--- src/rtl/drm_sfifo_ctrl.sv ---
// -----------------------------------------------------------------------------
// drm_sfifo_ctrl
//
// Controller for a synchronous FIFO backed by an external simple dual-port RAM.
// The RAM has a one-cycle read latency and no output register. A small
// two-entry output buffer hides that latency. With in_valid and out_ready both
// held high, one word moves in and one word moves out on every clock.
//
// Data path:
//   write stream -> RAM (write port) -> RAM (read port) -> 2-entry buffer
//                -> read stream
//
// Ports:
//   clk          single clock; all state updates on the rising edge
//   rst          synchronous active-high reset
//   in_data      write-stream word
//   in_valid     write-stream valid
//   in_ready     write-stream ready (RAM not full, not in reset)
//   out_data     read-stream word (head of output buffer; 0 during reset)
//   out_valid    read-stream valid (output buffer non-empty)
//   out_ready    read-stream ready
//   count        total words held: RAM + in-flight read + output buffer
//   ram_wr_en    RAM write enable (high exactly on an accepted push)
//   ram_wr_addr  RAM write address
//   ram_wr_data  RAM write data
//   ram_rd_addr  RAM read address, sampled by the RAM every cycle
//   ram_rd_data  RAM read data, valid one cycle after the address
// -----------------------------------------------------------------------------
module drm_sfifo_ctrl #(
  parameter int ADDR_WIDTH = 12,
  parameter int DATA_WIDTH = 32
) (
  input  logic                  clk,
  input  logic                  rst,
  input  logic [DATA_WIDTH-1:0] in_data,
  input  logic                  in_valid,
  output logic                  in_ready,
  output logic [DATA_WIDTH-1:0] out_data,
  output logic                  out_valid,
  input  logic                  out_ready,
  output logic [ADDR_WIDTH:0]   count,
  output logic                  ram_wr_en,
  output logic [ADDR_WIDTH-1:0] ram_wr_addr,
  output logic [DATA_WIDTH-1:0] ram_wr_data,
  output logic [ADDR_WIDTH-1:0] ram_rd_addr,
  input  logic [DATA_WIDTH-1:0] ram_rd_data
);

  localparam int PTR_W = ADDR_WIDTH + 1;
  // One extra pointer bit tells a full RAM apart from an empty one.
  localparam logic [PTR_W-1:0] DEPTH = {1'b1, {ADDR_WIDTH{1'b0}}};

  // Pointer state (modulo 2**PTR_W).
  logic [PTR_W-1:0]      wr_ptr;
  logic [PTR_W-1:0]      rd_ptr;
  logic [PTR_W-1:0]      ram_used;

  // A RAM read was issued last cycle; its data is on ram_rd_data now.
  logic                  inflight;

  // Two-entry output buffer. head_q is always the oldest word.
  logic [1:0]            buf_cnt;
  logic [DATA_WIDTH-1:0] head_q;
  logic [DATA_WIDTH-1:0] tail_q;

  logic                  push;
  logic                  pop;
  logic                  fetch;
  logic [2:0]            occ_next;

  // ---------------------------------------------------------------------------
  // Combinational control
  // ---------------------------------------------------------------------------
  // NOTE: every output of this block is assigned on every path, so no latch is
  // inferred.
  always_comb begin
    // ram_used comes only from registered pointers. A push in this cycle does
    // not show up until next cycle. So a fetch can never read the address that
    // is being written at this same edge.
    ram_used    = wr_ptr - rd_ptr;

    in_ready    = !rst && (ram_used != DEPTH);
    push        = in_valid && in_ready;

    ram_wr_en   = push;
    ram_wr_addr = wr_ptr[ADDR_WIDTH-1:0];
    ram_wr_data = in_data;
    ram_rd_addr = rd_ptr[ADDR_WIDTH-1:0];

    out_valid   = !rst && (buf_cnt != 2'd0);
    out_data    = rst ? '0 : head_q;
    pop         = out_valid && out_ready;

    // Buffer occupancy after this edge, counting the in-flight word. A new
    // fetch is issued only if its data is sure to find a free slot.
    occ_next    = {1'b0, buf_cnt} + {2'b00, inflight} - {2'b00, pop};
    fetch       = !rst && (ram_used != '0) && (occ_next < 3'd2);

    count       = rst ? '0
                      : ram_used + PTR_W'(inflight) + PTR_W'(buf_cnt);
  end

  // ---------------------------------------------------------------------------
  // State registers
  // ---------------------------------------------------------------------------
  // NOTE: sequential state uses non-blocking assignments only. Every register
  // then samples the values from before the edge, whatever the statement order.
  always_ff @(posedge clk) begin
    if (rst) begin
      wr_ptr   <= '0;
      rd_ptr   <= '0;
      inflight <= 1'b0;
      buf_cnt  <= 2'd0;
      // NOTE: the two buffer words are cleared too (only two registers, so it
      // is cheap). The RAM array is external and never cleared: the pointers
      // alone decide which RAM words are valid.
      head_q   <= '0;
      tail_q   <= '0;
    end else begin
      if (push) begin
        wr_ptr <= wr_ptr + PTR_W'(1);
      end
      if (fetch) begin
        rd_ptr <= rd_ptr + PTR_W'(1);
      end
      inflight <= fetch;

      unique case ({inflight, pop})
        2'b10: begin
          // Capture only: append at the tail.
          if (buf_cnt == 2'd0) begin
            head_q <= ram_rd_data;
          end else begin
            tail_q <= ram_rd_data;
          end
          buf_cnt <= buf_cnt + 2'd1;
        end
        2'b01: begin
          // Pop only: shift the tail word up to the head.
          head_q  <= tail_q;
          buf_cnt <= buf_cnt - 2'd1;
        end
        2'b11: begin
          // Capture and pop together: occupancy stays the same and order is
          // kept.
          if (buf_cnt == 2'd1) begin
            head_q <= ram_rd_data;
          end else begin
            head_q <= tail_q;
            tail_q <= ram_rd_data;
          end
        end
        default: begin
        end
      endcase
    end
  end

endmodule
--- config.mk ---
export PLATFORM = sky130hd
export DESIGN_NAME = drm_sfifo_ctrl
export DESIGN_NICKNAME = d
export VERILOG_FILES = /design/src/rtl/drm_sfifo_ctrl.sv
export SDC_FILE = /design/constraint.sdc
export NUM_CORES = 1
export LEC_CHECK = 0
export CAP_MARGIN = 20
export CORE_UTILIZATION = 45
export DETAILED_ROUTE_END_ITERATION = 10
export PLACE_DENSITY = 0.84
export SETUP_SLACK_MARGIN = 0.05
export SLEW_MARGIN = 25
export SYNTH_ARGS = -nofsm -noshare
export SYNTH_HDL_FRONTEND = slang
export SYNTH_SLANG_ARGS = --single-unit
--- constraint.sdc ---
create_clock -name clk -period 5 [get_ports clk]
set_input_delay 1 -clock clk [delete_from_list [all_inputs] [get_ports clk]]
set_output_delay 1 -clock clk [all_outputs]
set_load 0.02 [all_outputs]
Word-level counts from Yosys, hierarchy flattened
Index checks and enable logic that the tools add are counted.
{ "word_totals": {"regBits": 93, "in_bits": 68, "output_inout_bits": 104, "elab_cells": 48} }
{ "op_classes": {"addsub": 9, "magnitude_cmp": 1, "eq_ne": 8, "muxes": 9, "reduce_logical": 15} }
{ "ops": {"columns": ["operator", "count"], "rows": [
  ["32-bit 2-to-1 mux", 5],
  ["32-bit case mux with 3 select lines", 1],
  ["32-bit case mux with 2 select lines", 1],
  ["13-bit by 1-bit adder with 13-bit output, second input constant", 2],
  ["13-bit by 1-bit adder with 13-bit output", 1],
  ["13-bit by 2-bit adder with 13-bit output", 1],
  ["13-bit 2-to-1 mux", 1],
  ["13-bit != test, second input constant", 1],
  ["13-bit nonzero test", 1],
  ["13-bit subtractor", 1],
  ["1-bit logical AND", 6],
  ["2-bit != test, second input constant", 3],
  ["2-bit nonzero test", 3],
  ["2-bit by 1-bit == test with 1-bit output, second input constant", 2],
  ["2-bit == test, second input constant", 2],
  ["2-bit case mux with 2 select lines", 1],
  ["2-bit by 1-bit adder with 3-bit output", 1],
  ["3-bit by 2-bit < comparator with 1-bit output, second input constant", 1],
  ["3-bit AND reduction", 1],
  ["3-bit nonzero test", 1],
  ["3-bit by 1-bit subtractor with 3-bit output", 1],
  ["2-bit by 1-bit adder with 2-bit output, second input constant", 1],
  ["2-bit zero test", 1],
  ["2-bit AND reduction", 1],
  ["other kinds (2)", 2]
]} }

Logic depth before layout (Yosys ltp)
{ "logic_depth": {"ltp_word": 6, "depth_mapped": 15, "ltp_nobuf": 13} }

Worst setup path before layout
OpenSTA, ideal clock, no wires.
{ "synth_timing": {"kind": "flip-flop to output port", "start": "reg rd_ptr[0]", "end": "out ram_wr_en", "arrival_time_ps": 3070, "required_ps": 4000, "slack_ps": 930, "stages_incl_launch_ff": 12, "n_path_buf": 1, "cell_sequence": "dfxtp_1 > ha_1 > inv_1 > fa_1 > a211o_1 > a41o_4 > mux2i_2 > nor4_4 > or4b_4 > nor3_4 > buf_4 > nor3_1"} }
{ "synth_between": {"elab_chain_len": 4} }
{ "synth_rtl": {"columns": ["item", "line", "source"], "rows": [
  ["start, declared", "55", "logic [PTR_W-1:0] rd_ptr;"],
  ["start signal, assigned", "124", "rd_ptr <= rd_ptr + PTR_W'(1);"],
  ["13-bit subtractor", "80", "ram_used = wr_ptr - rd_ptr;"],
  ["13-bit != test", "82", "in_ready = !rst && (ram_used != DEPTH);"],
  ["1-bit logical AND", "82", null],
  ["1-bit logical AND", "83", "push = in_valid && in_ready;"],
  ["end, declared", "42", "output logic ram_wr_en,"]
]} }
No other way between the ends.

Final worst setup path
{ "layout_timing": {"start": "reg wr_ptr[0]", "end": "out count[10]"} }
{ "layout_between": {"elab_chain_len": 4} }
{ "layout_rtl": {"columns": ["item", "line", "source"], "rows": [
  ["start, declared", "54", "logic [PTR_W-1:0] wr_ptr;"],
  ["start signal, assigned", "121", "wr_ptr <= wr_ptr + PTR_W'(1);"],
  ["13-bit subtractor", "80", null],
  ["13-bit by 1-bit adder with 13-bit output", "100", ": ram_used + PTR_W'(inflight) + PTR_W'(buf_cnt);"],
  ["13-bit by 2-bit adder with 13-bit output", "100", null],
  ["13-bit 2-to-1 mux", "99", "count = rst ? '0"],
  ["end, declared", "41", "output logic [ADDR_WIDTH:0] count,"]
]} }
No other way between the ends.

==> impl_metrics.yaml <==
synth:
  syn_area_sq_um: 5770
  postSynthCellCount: 722
  mappedNetlistNets: 816
  avgSynthCellArea_sq_um: 7.99
  synth.top_cell.area_share: 0.323
  async_flop_share: 0
  synth.distinct_cells: 66
  yosysSeqAreaShare: 0.323
  synth_area_leaders: "dfxtp_1 32%, buf_4 7.7%, a21oi_1 5.4%"
  synth_ff_type: "dfxtp_1"
  yosysMostFrequentCell: "dfxtp_1"
  ys.warnings.count: 0
  synth_common_cells: "93 x dfxtp_1, 82 x nand2_1, 63 x nor2_1"
  synth_edf_count: 0
  synth_top_cell_by_area: "dfxtp_1"
  ys_seq_elements: 93
route:
  postRouteAntennaNets: 0
  vias: 5127
  routedWlPerCell_microns: 14.8
  drt_wl_total_mm: 13.8
  avgViaCountPerCell: 5.52
  drt_iter0_drc: 333
  drcViolationCount: 2
  first_pass_iters: 8
clock_tree:
  cts.path.max_buffers: 2
  cts_tree: "built"
  cts_root_buf: "clkbuf_16"
  htreeDepth: 3
  post_cts_buffers: 0
  clk_pin_slew_worst_paths_ps: 70
  cts.sinks: 93
  clkLatencyLatePin_ps: 340
  numCtsBuffers: 9
timing:
  fin_skew_ps: 8.43
  maxSlewViolCount: 0
  setup_ws_ps: 183
  maxSlewHeadroom: 0.552
  final_hold_viol_count: 0
  tightestPinTransition_ps: 666
  fmax_mhz: 208
  rsz0062_at_grt: "false"
  final-setup-viol-count: 0
  finalSetupTns_ps: 0
  timing.final.crit_share: 0.963
  layout_min_cycle_time_ps: 4820
  fin_hold_ws_ps: 454
finish:
  layout-drive-gt1-share: 0.0634
  syn2layout_area_growth_pct: 19.7
  fill_cells: 1174
  fin_util: 0.550
  diodes: 0
  fin_nets: 846
worst_setup_path:
  required_ps: 4000
  critPathKind: "register to output pin"
  critPathLaunchType: "register"
  arrival_ps: 3820
  cp-end-kind: "output pin"
  r2r_setup_slack_ps: 1320
  crit_end: "count[10]"
  r2r-end: "wr_ptr[8]$_SDFFE_PP0P_"
  r2r_cells: 13
  cp-startpoint: "wr_ptr[0]$_SDFFE_PP0P_"
  crit_fanout: 5
  r2r_start: "wr_ptr[0]$_SDFFE_PP0P_"
grt:
  grt_max_degree: 144
  antenna_found_initial: 0
  overflow: 0
  grt_use_total: 0.209
  grt_pass1_vias: 4681
  grt_pass1_wl_mm: 22.3
place:
  dp_hpwl_mm: 9.44
  port_buffers: 107
  gp_congestion: 0.885
  pre_cts_ws_ps: 338
outcome:
  failed_checks: "design-rule violations"
  status: "finished with violations"
floorplanning:
  core_sq_um: 12600
  fp-row-count: 41
  start_util: 0.459
  dieArea_sq_um: 13300
  io_pins: 172
  die_h_microns: 115
  die_w_microns: 115
run:
  drv_cap: 0
pwr:
  combPwrFrac: 0.497
  internal-power_mw: 2.06
  p_leak_nw: 2.58
  max-vdd-ir-drop_uv: 243
  p_switching_mw: 1.42
  p_clk_frac: 0.206
  p_total_mw: 3.48
  netSwitchingFraction: 0.408
  sequentialPowerShare: 0.298
  powerDensity_nw_per_um2: 504
hold_path:
  hold_class: "register to register"
-- power by group through the flow --
stage               clock [mW]  combinational (mW)  sequential [mW]
finish                   0.715                1.73             1.04
global route             0.758                1.90             1.06
floorplan                    0                1.28             1.03
detailed placement           0                1.71             1.05
global placement             0                1.68             1.04
CTS                      0.731                1.72             1.04
-- flip-flops by register name, indices dropped and copies added (netlist names) --
register,count
buf_cnt,2
head_q,32
inflight,1
rd_ptr,13
tail_q,32
wr_ptr,13
-- final cells by class --
| cell class | instances | area [sq um] | area share |
|---|---|---|---|
| Clock buffer | 10 | 239 | 0.0346 |
| Multi-Input combinational cell | 505 | 3260 | 0.472 |
| Timing Repair Buffer | 115 | 1150 | 0.167 |
| Inverter | 28 | 105 | 0.0152 |
| Sequential cell | 93 | 1860 | 0.270 |
| Tap cell | 172 | 215 | 0.0312 |
| Clock inverter | 6 | 75.1 | 0.0109 |
-- stage by stage --
stage | cell area [sq um] | cells
2_1_floorplan | 5770 | 722
3_3_place_gp | 6560 | 913
6_report | 6910 | 929
4_1_cts | 6880 | 929
3_5_place_dp | 6560 | 913
5_1_grt | 6910 | 929
-- how the worst min path moves through the flow --
stage / startpoint / to / depth (start not counted)
3_3_place_gp: tail_q[1]$_SDFFE_PP0P_ / tail_q[1]$_SDFFE_PP0P_ / 2
4_1_cts: tail_q[22]$_SDFFE_PP0P_ / tail_q[22]$_SDFFE_PP0P_ / 2
2_1_floorplan: tail_q[0]$_SDFFE_PP0P_ / tail_q[0]$_SDFFE_PP0P_ / 2
6_report: tail_q[5]$_SDFFE_PP0P_ / tail_q[5]$_SDFFE_PP0P_ / 2
3_5_place_dp: tail_q[22]$_SDFFE_PP0P_ / tail_q[22]$_SDFFE_PP0P_ / 2
5_1_grt: tail_q[10]$_SDFFE_PP0P_ / tail_q[10]$_SDFFE_PP0P_ / 2
-- placed cells by master (no fill, tap or decap), drive strengths merged, types with 11 or more instances in the layout --
cell           netlist  final
nor3                13     13
nor2b               39     39
a211oi              36     36
o21ai               17     17
inv                 28     31
ha                  22     22
nand2               82     82
a21oi               62     62
xor2                11     11
clkdlybuf4s50        0    101
nand3               16     16
nor2                63     63
dfxtp               93     93
a22oi               33     33
-- critical path, stage by stage (launching register included) --
cell,delay [ps]
dfxtp_1,360
inv_1,90
ha_1,190
inv_1,60
fa_1,400
a211o_1,320
a41o_4,300
xor2_2,280
nor4b_4,300
nand4_1,200
nor2_1,180
xor2_1,80
nor2_1,100
clkdlybuf4s50_1,610
-- cell families after synthesis --
group	count (synthesis)	synth area share
flip-flops	93	0.323
AO/OA/AOI/OAI	190	0.223
adder cells (fa/ha/maj)	26	0.0616
buffers and inverters	124	0.120
XOR/XNOR	18	0.0286
AND/OR/NAND/NOR	266	0.234
multiplexers	5	0.00997
-- layer usage --
metal	global-route usage	up-vias	wire length, microns
met5	0	-	0
met4	0.0996	0	350
met3	0.0306	33	706
met2	0.329	148	6320
met1	0.282	2380	6390
li1	-	2566	-
-- what timing repair did --
item,CTS,global route
gates resized for setup,1,7
endpoints found under the hold margin,0,0
setup endpoints to repair,1,5
hold buffers,0,0
gates cloned,0,0
Power figures use the tool's default switching activity.
